--- src/rtl/reg_hazard_scoreboard.sv ---
// ID-stage hazard scoreboard: tracks GPR results that cannot be forwarded yet
// and the pending CP0 write, and raises a same-cycle stall on a read of a busy register.
module reg_hazard_scoreboard #(
  parameter int LAT_W  = 3,
  parameter int CP_LAT = 2,
  parameter int CNT_W  = 32
) (
  input  logic             clk,
  input  logic             rst,
  input  logic             id_valid,
  input  logic             reg_read_en_1,
  input  logic [4:0]       reg_addr_1,
  input  logic             reg_read_en_2,
  input  logic [4:0]       reg_addr_2,
  input  logic             reg_write_en,
  input  logic [4:0]       reg_write_addr,
  input  logic [LAT_W-1:0] wr_latency,
  input  logic             cp_read_en,
  input  logic [4:0]       cp_read_addr,
  input  logic             cp_write_en,
  input  logic [4:0]       cp_write_addr,
  input  logic             flush,
  output logic             stall_req,
  output logic [31:0]      busy_mask,
  output logic [CNT_W-1:0] stall_count
);

  function automatic logic [LAT_W-1:0] sat_dec(input logic [LAT_W-1:0] v);
    return (v != '0) ? v - LAT_W'(1) : '0;
  endfunction

  function automatic logic [CNT_W-1:0] sat_inc(input logic [CNT_W-1:0] v);
    return (&v) ? v : v + CNT_W'(1);
  endfunction

  logic [LAT_W-1:0] cnt_q [32];
  logic [LAT_W-1:0] cnt_d [32];
  logic [LAT_W-1:0] cp_cnt_q, cp_cnt_d;
  logic [4:0]       cp_addr_q, cp_addr_d;
  logic [CNT_W-1:0] stall_count_q, stall_count_d;

  logic hz_rd1, hz_rd2, hz_cp_rd, hz_cp_wr;
  logic accept;
  logic [LAT_W-1:0] dec;

  // Enables gate each term first so unused (possibly X) addresses never reach the result.
  always_comb begin
    hz_rd1    = reg_read_en_1 && (reg_addr_1 != 5'd0) && (cnt_q[reg_addr_1] != '0);
    hz_rd2    = reg_read_en_2 && (reg_addr_2 != 5'd0) && (cnt_q[reg_addr_2] != '0);
    hz_cp_rd  = cp_read_en && (cp_cnt_q != '0) && (cp_addr_q == cp_read_addr);
    hz_cp_wr  = cp_write_en && (cp_cnt_q != '0);
    stall_req = id_valid && !flush && (hz_rd1 || hz_rd2 || hz_cp_rd || hz_cp_wr);
    accept    = id_valid && !stall_req && !flush;
  end

  // A new write never shortens an older, longer one still in flight (WAW).
  always_comb begin
    dec      = '0;
    cnt_d[0] = '0;
    for (int r = 1; r < 32; r++) begin
      dec = sat_dec(cnt_q[r]);
      if (flush) begin
        cnt_d[r] = '0;
      end else if (accept && reg_write_en && (reg_write_addr == 5'(r)) &&
                   (wr_latency != '0)) begin
        cnt_d[r] = (wr_latency > dec) ? wr_latency : dec;
      end else begin
        cnt_d[r] = dec;
      end
    end
  end

  always_comb begin
    cp_cnt_d  = sat_dec(cp_cnt_q);
    cp_addr_d = cp_addr_q;
    if (flush) begin
      cp_cnt_d = '0;
    end else if (accept && cp_write_en) begin
      cp_cnt_d  = LAT_W'(CP_LAT);
      cp_addr_d = cp_write_addr;
    end
    stall_count_d = stall_req ? sat_inc(stall_count_q) : stall_count_q;
  end

  always_ff @(posedge clk or negedge rst) begin
    if (!rst) begin
      for (int r = 0; r < 32; r++) cnt_q[r] <= '0;
      cp_cnt_q      <= '0;
      cp_addr_q     <= '0;
      stall_count_q <= '0;
    end else begin
      for (int r = 0; r < 32; r++) cnt_q[r] <= cnt_d[r];
      cp_cnt_q      <= cp_cnt_d;
      cp_addr_q     <= cp_addr_d;
      stall_count_q <= stall_count_d;
    end
  end

  always_comb begin
    busy_mask = '0;
    for (int r = 0; r < 32; r++) busy_mask[r] = (cnt_q[r] != '0);
  end

  assign stall_count = stall_count_q;

endmodule
--- config.mk ---
export PLATFORM = sky130hd
export DESIGN_NAME = reg_hazard_scoreboard
export DESIGN_NICKNAME = d
export VERILOG_FILES = /design/src/rtl/reg_hazard_scoreboard.sv
export SDC_FILE = /design/constraint.sdc
export NUM_CORES = 1
export LEC_CHECK = 0
export CELL_PAD_IN_SITES_DETAIL_PLACEMENT = 0
export CELL_PAD_IN_SITES_GLOBAL_PLACEMENT = 2
export CORE_ASPECT_RATIO = 1.5
export CORE_UTILIZATION = 33
export DETAILED_ROUTE_END_ITERATION = 10
export PLACE_DENSITY_LB_ADDON = 0.1
export SYNTH_ARGS = -nofsm -noshare
export SYNTH_HDL_FRONTEND = slang
export SYNTH_SLANG_ARGS = --single-unit
--- constraint.sdc ---
create_clock -name clk -period 2.9 [get_ports clk]
set_input_delay 0.58 -clock clk [delete_from_list [all_inputs] [get_ports clk]]
set_output_delay 0.58 -clock clk [all_outputs]
set_load 0.03 [all_outputs]
==> Word level (Yosys, flattened, before mapping) <==
Cells that the tools add are included.
{ "op_classes": {"bitwise_logic": 4, "div": 0, "multipliers": 0, "n_mux": 133, "magnitude_cmp": 33, "eq_ne": 32, "n_reduce_logical": 120, "addsub": 33, "n_shift": 0} }
{ "ops": {"columns": ["operator", "n"], "rows": [
  ["$mux W3", 131],
  ["$reduce_bool A3 Y1", 35],
  ["$sub A3 B1 Y3 const B", 32],
  ["$gt A3 B3 Y1", 31],
  ["$eq A5 B5 Y1 const B", 16],
  ["$logic_and A1 B1 Y1", 75],
  ["$eq A5 B4 Y1 const B", 8],
  ["$add A32 B1 Y32 const B", 1],
  ["$reduce_and A32 Y1", 1],
  ["$bmux W3 S5", 2],
  ["$eq A5 B3 Y1 const B", 4],
  ["$ge A6 B6 Y1 const B", 2],
  ["$not A5 Y6", 2],
  ["$eq A5 B2 Y1 const B", 2],
  ["$reduce_bool A5 Y1", 2],
  ["$eq A5 B1 Y1 const B", 1],
  ["$eq A5 B5 Y1", 1],
  ["$reduce_and A2 Y1", 2],
  ["$logic_or A1 B1 Y1", 3],
  ["$logic_not A1 Y1", 2],
  ["$not A1 Y1", 2]
]} }
{ "totals": {"memories": 0, "input_bits": 37, "mem_bits_ro": 0, "output_inout_bits": 65, "ff_bits": 133, "word_cells": 389, "latch_bits": 0, "mem_bits_rw": 0} }

==> Logic depth before layout (Yosys ltp) <==
Gate-level depths: netlist (run 1).
{ "logic_depth": {"word_depth": 18, "depth_mapped": 12, "mapped_depth_nobuf": 11} }

==> Least setup slack after synthesis (run 1) <==
No wires, ideal clock.
{ "synth_timing": {"path_type": "input to output", "from": "input port reg_addr_2[1]", "to": "output port stall_req", "cell_stages": 9, "t_arrival_ns": 2.735, "n_path_buf": 2, "setup_slack_ns": -0.415, "required_time_ns": 2.320, "cell_sequence": "buf_4 > inv_4 > mux4_2 > a2111oi_0 > o21ai_1 > a32o_2 > buf_6 > and2_4 > nor2_1"} }
{ "synth_between": {"elab_chain_cells": 10, "word_cells_on_any_way": 12, "classes_between": "mux: 3; bitwise: 1; reduce/logical: 8"} }
{ "synth_rtl": {"columns": ["element", "line", "text"], "rows": [
  ["from (decl)", "14", "input logic [4:0] reg_addr_2,"],
  ["$not A5 Y6 (implied by the code)", "49", "hz_rd2 = reg_read_en_2 && (reg_addr_2 != 5'd0) && (cnt_q[reg_addr_2] != '0);"],
  ["$bmux W3 S5", "49", null],
  ["$mux W3 (implied by the code) (2 in a row)", "49", null],
  ["$reduce_bool A3 Y1", "49", null],
  ["$logic_and A1 B1 Y1 *", "49", null],
  ["$logic_or A1 B1 Y1 * (3 in a row)", "52", "stall_req = id_valid && !flush && (hz_rd1 || hz_rd2 || hz_cp_rd || hz_cp_wr);"],
  ["$logic_and A1 B1 Y1 *", "52", null],
  ["to (decl)", "23", "output logic stall_req,"]
]} }
Every way passes the cells marked *; elsewhere a longest branch is shown, timed or not. The select of a mux whose other input is x is not followed.

==> Worst setup path in the final report (run 1) <==
{ "layout_timing": {"from": "register cnt_q[22] (netlist bit)", "to": "output port stall_req"} }
{ "layout_between": {"elab_chain_cells": 9, "word_cells_on_any_way": 14, "classes_between": "mux: 6; reduce/logical: 8"} }
{ "layout_rtl": {"columns": ["element", "line", "text"], "rows": [
  ["from (decl)", "36", "logic [LAT_W-1:0] cnt_q [32];"],
  ["$bmux W3 S5 (on tied branches)", "48, 49", null],
  ["$mux W3 (on tied branches) (2 in a row)", "48, 49", null],
  ["$reduce_bool A3 Y1 (on tied branches)", "48, 49", null],
  ["$logic_and A1 B1 Y1 (on tied branches)", "48, 49", null],
  ["$logic_or A1 B1 Y1 * (3 in a row)", "52", null],
  ["$logic_and A1 B1 Y1 *", "52", null]
]} }
Marks and branches as above.

==> results.toml, run 1 <==
[yosys]
avgSynthCellArea_sq_um = 9.55
ys_ff_latch = 133
synthesis.area_sq_um = 10000
synthCells = 1050
ys_warn_count = 0
async_flop_share = 1.00
syn-num-nets = 1181
synth.distinct_cells = 63
synth-edff-count = 0
synth_flop_cell = "dfrtp_1"
ys_seq_area_frac = 0.332

[flow_run]
cap_violations = 0

[placed_design]
place_area_sq_um = 12500
hpwl_microns = 24100
portBuffers = 100
finalWeightedCongestion = 0.812

[setup_path]
critical-path-slowest-cell = "mux4_2"
crit_path_start_kind = "register"
ff2ff_path_depth = 9
critPathMaxFanout = 2
critPathMaxStageDelay_ps = 470
r2r-end = "cp_addr_q[0]"
critPathKind = "register to output port"
timing.rr.start = "cnt_q[22]"
r2r_slack_ps = -30
path_cells = "or3_4 -> mux4_2 -> mux2_4 -> a211oi_2 -> a32o_4 -> and2_4 -> nor2_4 -> buf_12"
path_buf_inv = 1
cp.required_ps = 2320
cpLargestDelayFamily = "multiplexers"
crit_path_end_kind = "output port"
arrival_ps = 2790

[die]
pin_count = 102
die_y_microns = 215
die_w_microns = 144
die_area_sq_um = 31100
core_area_sq_um = 29700
placementRows = 77
start_util = 0.338

[grt]
track_usage = 0.226
grt_start_max_net_pins = 63
grt_pass1_wl_microns = 51900
first_global_vias = 9062
grt_antenna_before_repair = 0
grt-ovfl-total = 0

[route]
via_per_inst = 5.22
drt-total-wl_microns = 33100
vias = 8836
ant_nets = 0
m1WireLength_microns = 13400
wl_per_cell_microns = 19.6
drtIter0Drc = 366
wl_met3_microns = 1060
route.detailed.drc = 0
dr.pass1.iters = 5
highest_layer = "met4"
route.met2.wl_microns = 17600

[timing]
hold_violations = 0
finalMaxSlewViolations = 0
whs_ps = 88.2
finalCriticalPeriod_ps = 3370
fin_crit_sh = 1.16
tightestPinTransition_ps = 1130
slew_headroom = 0.242
fmax_ghz = 0.297
finalClockSkew_ps = 9.78
worst_slack_ps = -470
grt_setup_unrepaired = "yes"
setup_viol_count_final = 8

[cts]
cts_tree = "done"
cts.htree.levels = 4
cts-hold-fix-buffers = 0
path_clk_slew_ps = 60
cts_buffers = 17
cts_sinks = 133
clkLatencyLatePin_ps = 450
cts_buffer_depth = 2
root_buffer = "clkbuf_16"

[power]
vdd_drop_max_mv = 0.422
power_density_nw_per_um2 = 379
leakagePower_nw = 6.31

[layout]
synthToLayoutAreaGrowth_pct = 36.0
nFillCells = 2978
drive_above_1_share = 0.224
multi_input_area_sq_um = 6670
nets = 1417
seq_area_sq_um = 3330
stdcell_area_sq_um = 13600
post-route-util = 0.459
antenna_cells = 0

[outcome]
violations = "setup timing"
status = "complete, but fails checks"

[min_path]
hold_path_class = "input port to asynchronous set/reset pin"
-- per-layer routing --
layer | vias to the layer above | track usage
met4 | 0 | 0.0961
met1 | 4303 | 0.259
li1 | 4324 | -
met2 | 157 | 0.406
met3 | 52 | 0.0351
met5 | - | 0
-- flip-flops by register name, summed over array words and instances (netlist names) --
register and count:
cnt_q 93, cp_cnt_q 3, cp_addr_q 5, stall_count 32
-- cells by family after synthesis --
family                   synth area share
AO/OA/AOI/OAI                       0.127
other                            0.000374
buffers and inverters              0.0343
XOR/XNOR                           0.0315
multiplexers                        0.101
adder cells (fa/ha/maj)             0.117
AND/OR/NAND/NOR                     0.257
flip-flops                          0.332
-- per-stage QoR --
stage	std cells	setup TNS (ps)	power (W)	setup slack, ps
2_1_floorplan	1050	-150	0.00244	-70.0
3_3_place_gp	1649	-76840	0.00284	-806
3_5_place_dp	1649	-78860	0.00285	-789
4_1_cts	1685	-4270	0.00517	-478
5_1_grt	1694	-3130	0.00537	-550
6_report	1694	-665	0.00517	-470
-- cells in the final DEF (no fill, tap or decap), drive strengths merged, types with 8 or more instances in the layout --
cell type / synthesis / routed
a211oi: 34 / 34
a21o: 8 / 8
a21oi: 45 / 45
a31oi: 13 / 13
and2: 11 / 11
and3: 11 / 11
buf: 19 / 166
clkbuf: 25 / 22
clkdlybuf4s50: 0 / 91
dfrtp: 133 / 133
ha: 94 / 94
inv: 30 / 31
mux2: 8 / 8
mux2i: 67 / 67
mux4: 11 / 11
nand2: 28 / 28
nand2b: 8 / 8
nand3: 70 / 70
nand4: 12 / 12
nor2: 110 / 110
nor2b: 77 / 77
nor3: 21 / 21
nor3b: 27 / 27
nor4: 16 / 16
o211ai: 13 / 13
o21a: 23 / 23
o21ai: 49 / 49
or3: 21 / 21
xnor2: 32 / 32
-- repair_timing --
item,CTS,global route
setup buffers,4,10
pin swaps,8,23
setup endpoints to repair,128,131
cloned,0,0
resized for setup,25,64
-- worst max-delay path by stage --
stage	start	end	slack (ps)	depth (start not counted)
after floorplan	reg_addr_2[1]	stall_req	-70	9
after global placement	reg_addr_2[1]	stall_count[12]	-810	10
after detailed placement	reg_addr_2[1]	stall_count[20]	-790	10
after CTS	cnt_q[22]	stall_req	-480	8
after global routing	cnt_q[2]	stall_req	-550	8
final	cnt_q[22]	stall_req	-470	8
-- synth_stat cells (13+ instances only) --
| master | instances | share of area |
|---|---|---|
| or3_1 | 21 | 0.013 |
| xnor2_1 | 32 | 0.028 |
| nor3b_1 | 27 | 0.020 |
| ha_1 | 94 | 0.12 |
| a211oi_1 | 33 | 0.025 |
| dfrtp_1 | 133 | 0.33 |
| inv_1 | 29 | 0.011 |
| nand3_4 | 19 | 0.033 |
| nor2b_1 | 77 | 0.048 |
| o21a_1 | 23 | 0.017 |
| nor3_1 | 21 | 0.010 |
| mux2i_1 | 67 | 0.067 |
| nor4_1 | 16 | 0.010 |
| o211ai_1 | 13 | 0.0097 |
| o21ai_0 | 48 | 0.024 |
| nor2_1 | 110 | 0.041 |
| nand3_1 | 41 | 0.020 |
| clkbuf_1 | 25 | 0.0094 |
| nand2_1 | 28 | 0.010 |
| a21oi_1 | 45 | 0.022 |
| a31oi_1 | 13 | 0.0081 |
-- power breakdown --
part	internal, W	leakage (nW)	switching, W
sequential	0.00191	1.84	0.0000593
clock	0.00133	0.285	0.000923
combinational	0.000425	4.18	0.000517
-- worst reg2reg max path: cells and delay by family (launching register included) --
family	cells	cell delay (ps)
buffers and inverters	1	110
multiplexers	3	1070
flip-flops	1	370
AND/OR/NAND/NOR	3	830
AO/OA/AOI/OAI	2	440
-- final cells by class --
cell class                      instances  share of cell area
Multi-Input combinational cell        843               0.489
Tap cell                              395              0.0362
Clock inverter                         11             0.00909
Sequential cell                       133               0.244
Clock buffer                           21              0.0345
Inverter                               30             0.00881
Timing Repair Buffer                  261               0.178
Power figures use the tool's default switching activity.
==> inputs of run 2 (changes only) <==
- GPL_TIMING_DRIVEN: not set -> 0
==> results.toml, run 2 (same netlist as run 1, synthesis figures left out) <==
[outcome]
status = "complete, but fails checks"
violations = "setup timing"

[layout]
drive_above_1_share = 0.166
nets = 1335
top_register = "cnt_q"
mostFrequentLayoutCells = "132 x dfrtp_1, 101 x nor2_1, 94 x ha_1"
nFillCells = 3052
seq_area_sq_um = 3330
layout.cells.most_common = "dfrtp_1"
synthToLayoutAreaGrowth_pct = 29.0
stdcell_area_sq_um = 12900
instances_no_fill = 1612
multi_input_area_sq_um = 6750
largest_register_ffs = 93
antenna_cells = 0

[power]
leakagePower_nw = 5.81
combPwrFrac = 0.175
vdd_drop_max_mv = 0.414
p_seq_frac = 0.386
p_sw_frac = 0.314
internal_power_w = 0.00350
clock_power_share = 0.439
power_density_nw_per_um2 = 394
p_sw_w = 0.00160

[placed_design]
place_area_sq_um = 11600
hpwl_microns = 24300
pre_cts_slack_ps = -1720
dp.cells = 1545
portBuffers = 96
finalWeightedCongestion = 0.770

[setup_path]
critPathMaxFanout = 8
ff2ff_path_depth = 14
crit_start = "cnt_q[36]"
timing.rr.start = "cnt_q[16]"
arrival_ps = 2860
crit_path_end_kind = "output port"
crit_path_start_kind = "register"
critPathKind = "register to output port"
r2r_slack_ps = -430
crit_end = "stall_req"
cp.required_ps = 2320
r2r-end = "cnt_q[80]"

[grt]
grt_start_max_net_pins = 75
grt-ovfl-total = 0
first_global_vias = 8549
track_usage = 0.229
grt_antenna_before_repair = 0
grt_pass1_wl_microns = 51600

[route]
drtIter0Drc = 374
wl_per_cell_microns = 21.1
dr.pass1.iters = 4
route.detailed.drc = 0
drt-total-wl_microns = 34100
ant_nets = 0
vias = 8520
via_per_inst = 5.29

[timing]
finalMaxSlewViolations = 0
finalCriticalPeriod_ps = 3440
tightestPinTransition_ps = 943
worst_slack_ps = -544
finalClockSkew_ps = 12.1
fin_crit_sh = 1.19
slew_headroom = 0.371
hold_violations = 0
setup_viol_count_final = 131
fmax_ghz = 0.290
grt_setup_unrepaired = "yes"

[die]
start_util = 0.338
pin_count = 102
die_area_sq_um = 31100
die_y_microns = 215
placementRows = 77
core_area_sq_um = 29700
die_w_microns = 144

[flow_run]
cap_violations = 0

[cts]
cts_tree = "done"
cts_buffer_depth = 2
cts_sinks = 133
cts.htree.levels = 4
root_buffer = "clkbuf_16"
cts_buffers = 17
clkLatencyLatePin_ps = 460
path_clk_slew_ps = 70

[min_path]
hold_path_class = "input port to asynchronous set/reset pin"
[run 2: cell types whose count changed in the layout (fill, tap and decap cells not counted), moves of 6 or more]
cell,before,now
buf_4,139,36
clkbuf_1,1,22
nor3_2,2,8
buf_12,15,9
nor3_1,19,8
nor2_1,108,101
[run 2: how the worst min path moves through the flow]
stage | from | end | slack, ps | cells after the start
detailed placement | cp_cnt_q[0] | cp_cnt_q[0] | 480 | 1
finish | rst | cnt_q[78] | 100 | 1
global placement | cp_cnt_q[0] | cp_cnt_q[0] | 480 | 1
floorplan | rst | cnt_q[0] | 280 | 0
global route | rst | cnt_q[78] | 150 | 1
CTS | rst | cnt_q[78] | 130 | 1
[run 2: power by group through the flow]
stage               sequential (W)  clock, W  combinational [W]
CTS                        0.00197   0.00228           0.000850
global route               0.00198   0.00236           0.000970
finish                     0.00197   0.00224           0.000894
floorplan                  0.00205         0           0.000393
detailed placement         0.00200         0           0.000814
global placement           0.00200         0           0.000796
[run 2: routing by layer]
metal | global-route usage | wire [microns] | up-vias
met5 | 0 | 0 | -
met4 | 0.0944 | 968 | 0
met3 | 0.0364 | 931 | 43
met2 | 0.409 | 17900 | 135
met1 | 0.267 | 14300 | 4181
li1 | - | - | 4161
[run 2: layout make-up]
class / instances / area share
Buffer: 41 / 0.0201
Clock buffer: 18 / 0.0340
Clock inverter: 14 / 0.0110
Inverter: 30 / 0.00948
Multi-Input combinational cell: 843 / 0.522
Sequential cell: 133 / 0.257
Tap cell: 395 / 0.0382
Timing Repair Buffer: 138 / 0.108
[run 2: critical path: stages (launching register included)]
cell and delay (ps):
dfrtp_1 430, nor3_1 690, a311o_1 280, o31ai_1 100
a311oi_2 290, a31o_4 250, and2_4 190, nor2_4 30
buf_6 130
[run 2: repair_timing]
item,4_1_cts,5_1_grt
pin swaps,6,9
setup endpoints to repair,135,131
setup buffers,12,25
cloned,0,1
gates resized for setup,48,56
hold buffers,0,0
[run 2: per-stage QoR]
stage | util | setup TNS, ps | hold slack (ps) | power (W)
6_report | 0.436 | -33130 | 101 | 0.00510
4_1_cts | 0.419 | -19510 | 126 | 0.00510
3_3_place_gp | 0.389 | -875890 | 477 | 0.00280
2_1_floorplan | - | -150 | 284 | 0.00244
5_1_grt | 0.436 | -44710 | 150 | 0.00531
3_5_place_dp | 0.392 | -163010 | 477 | 0.00281
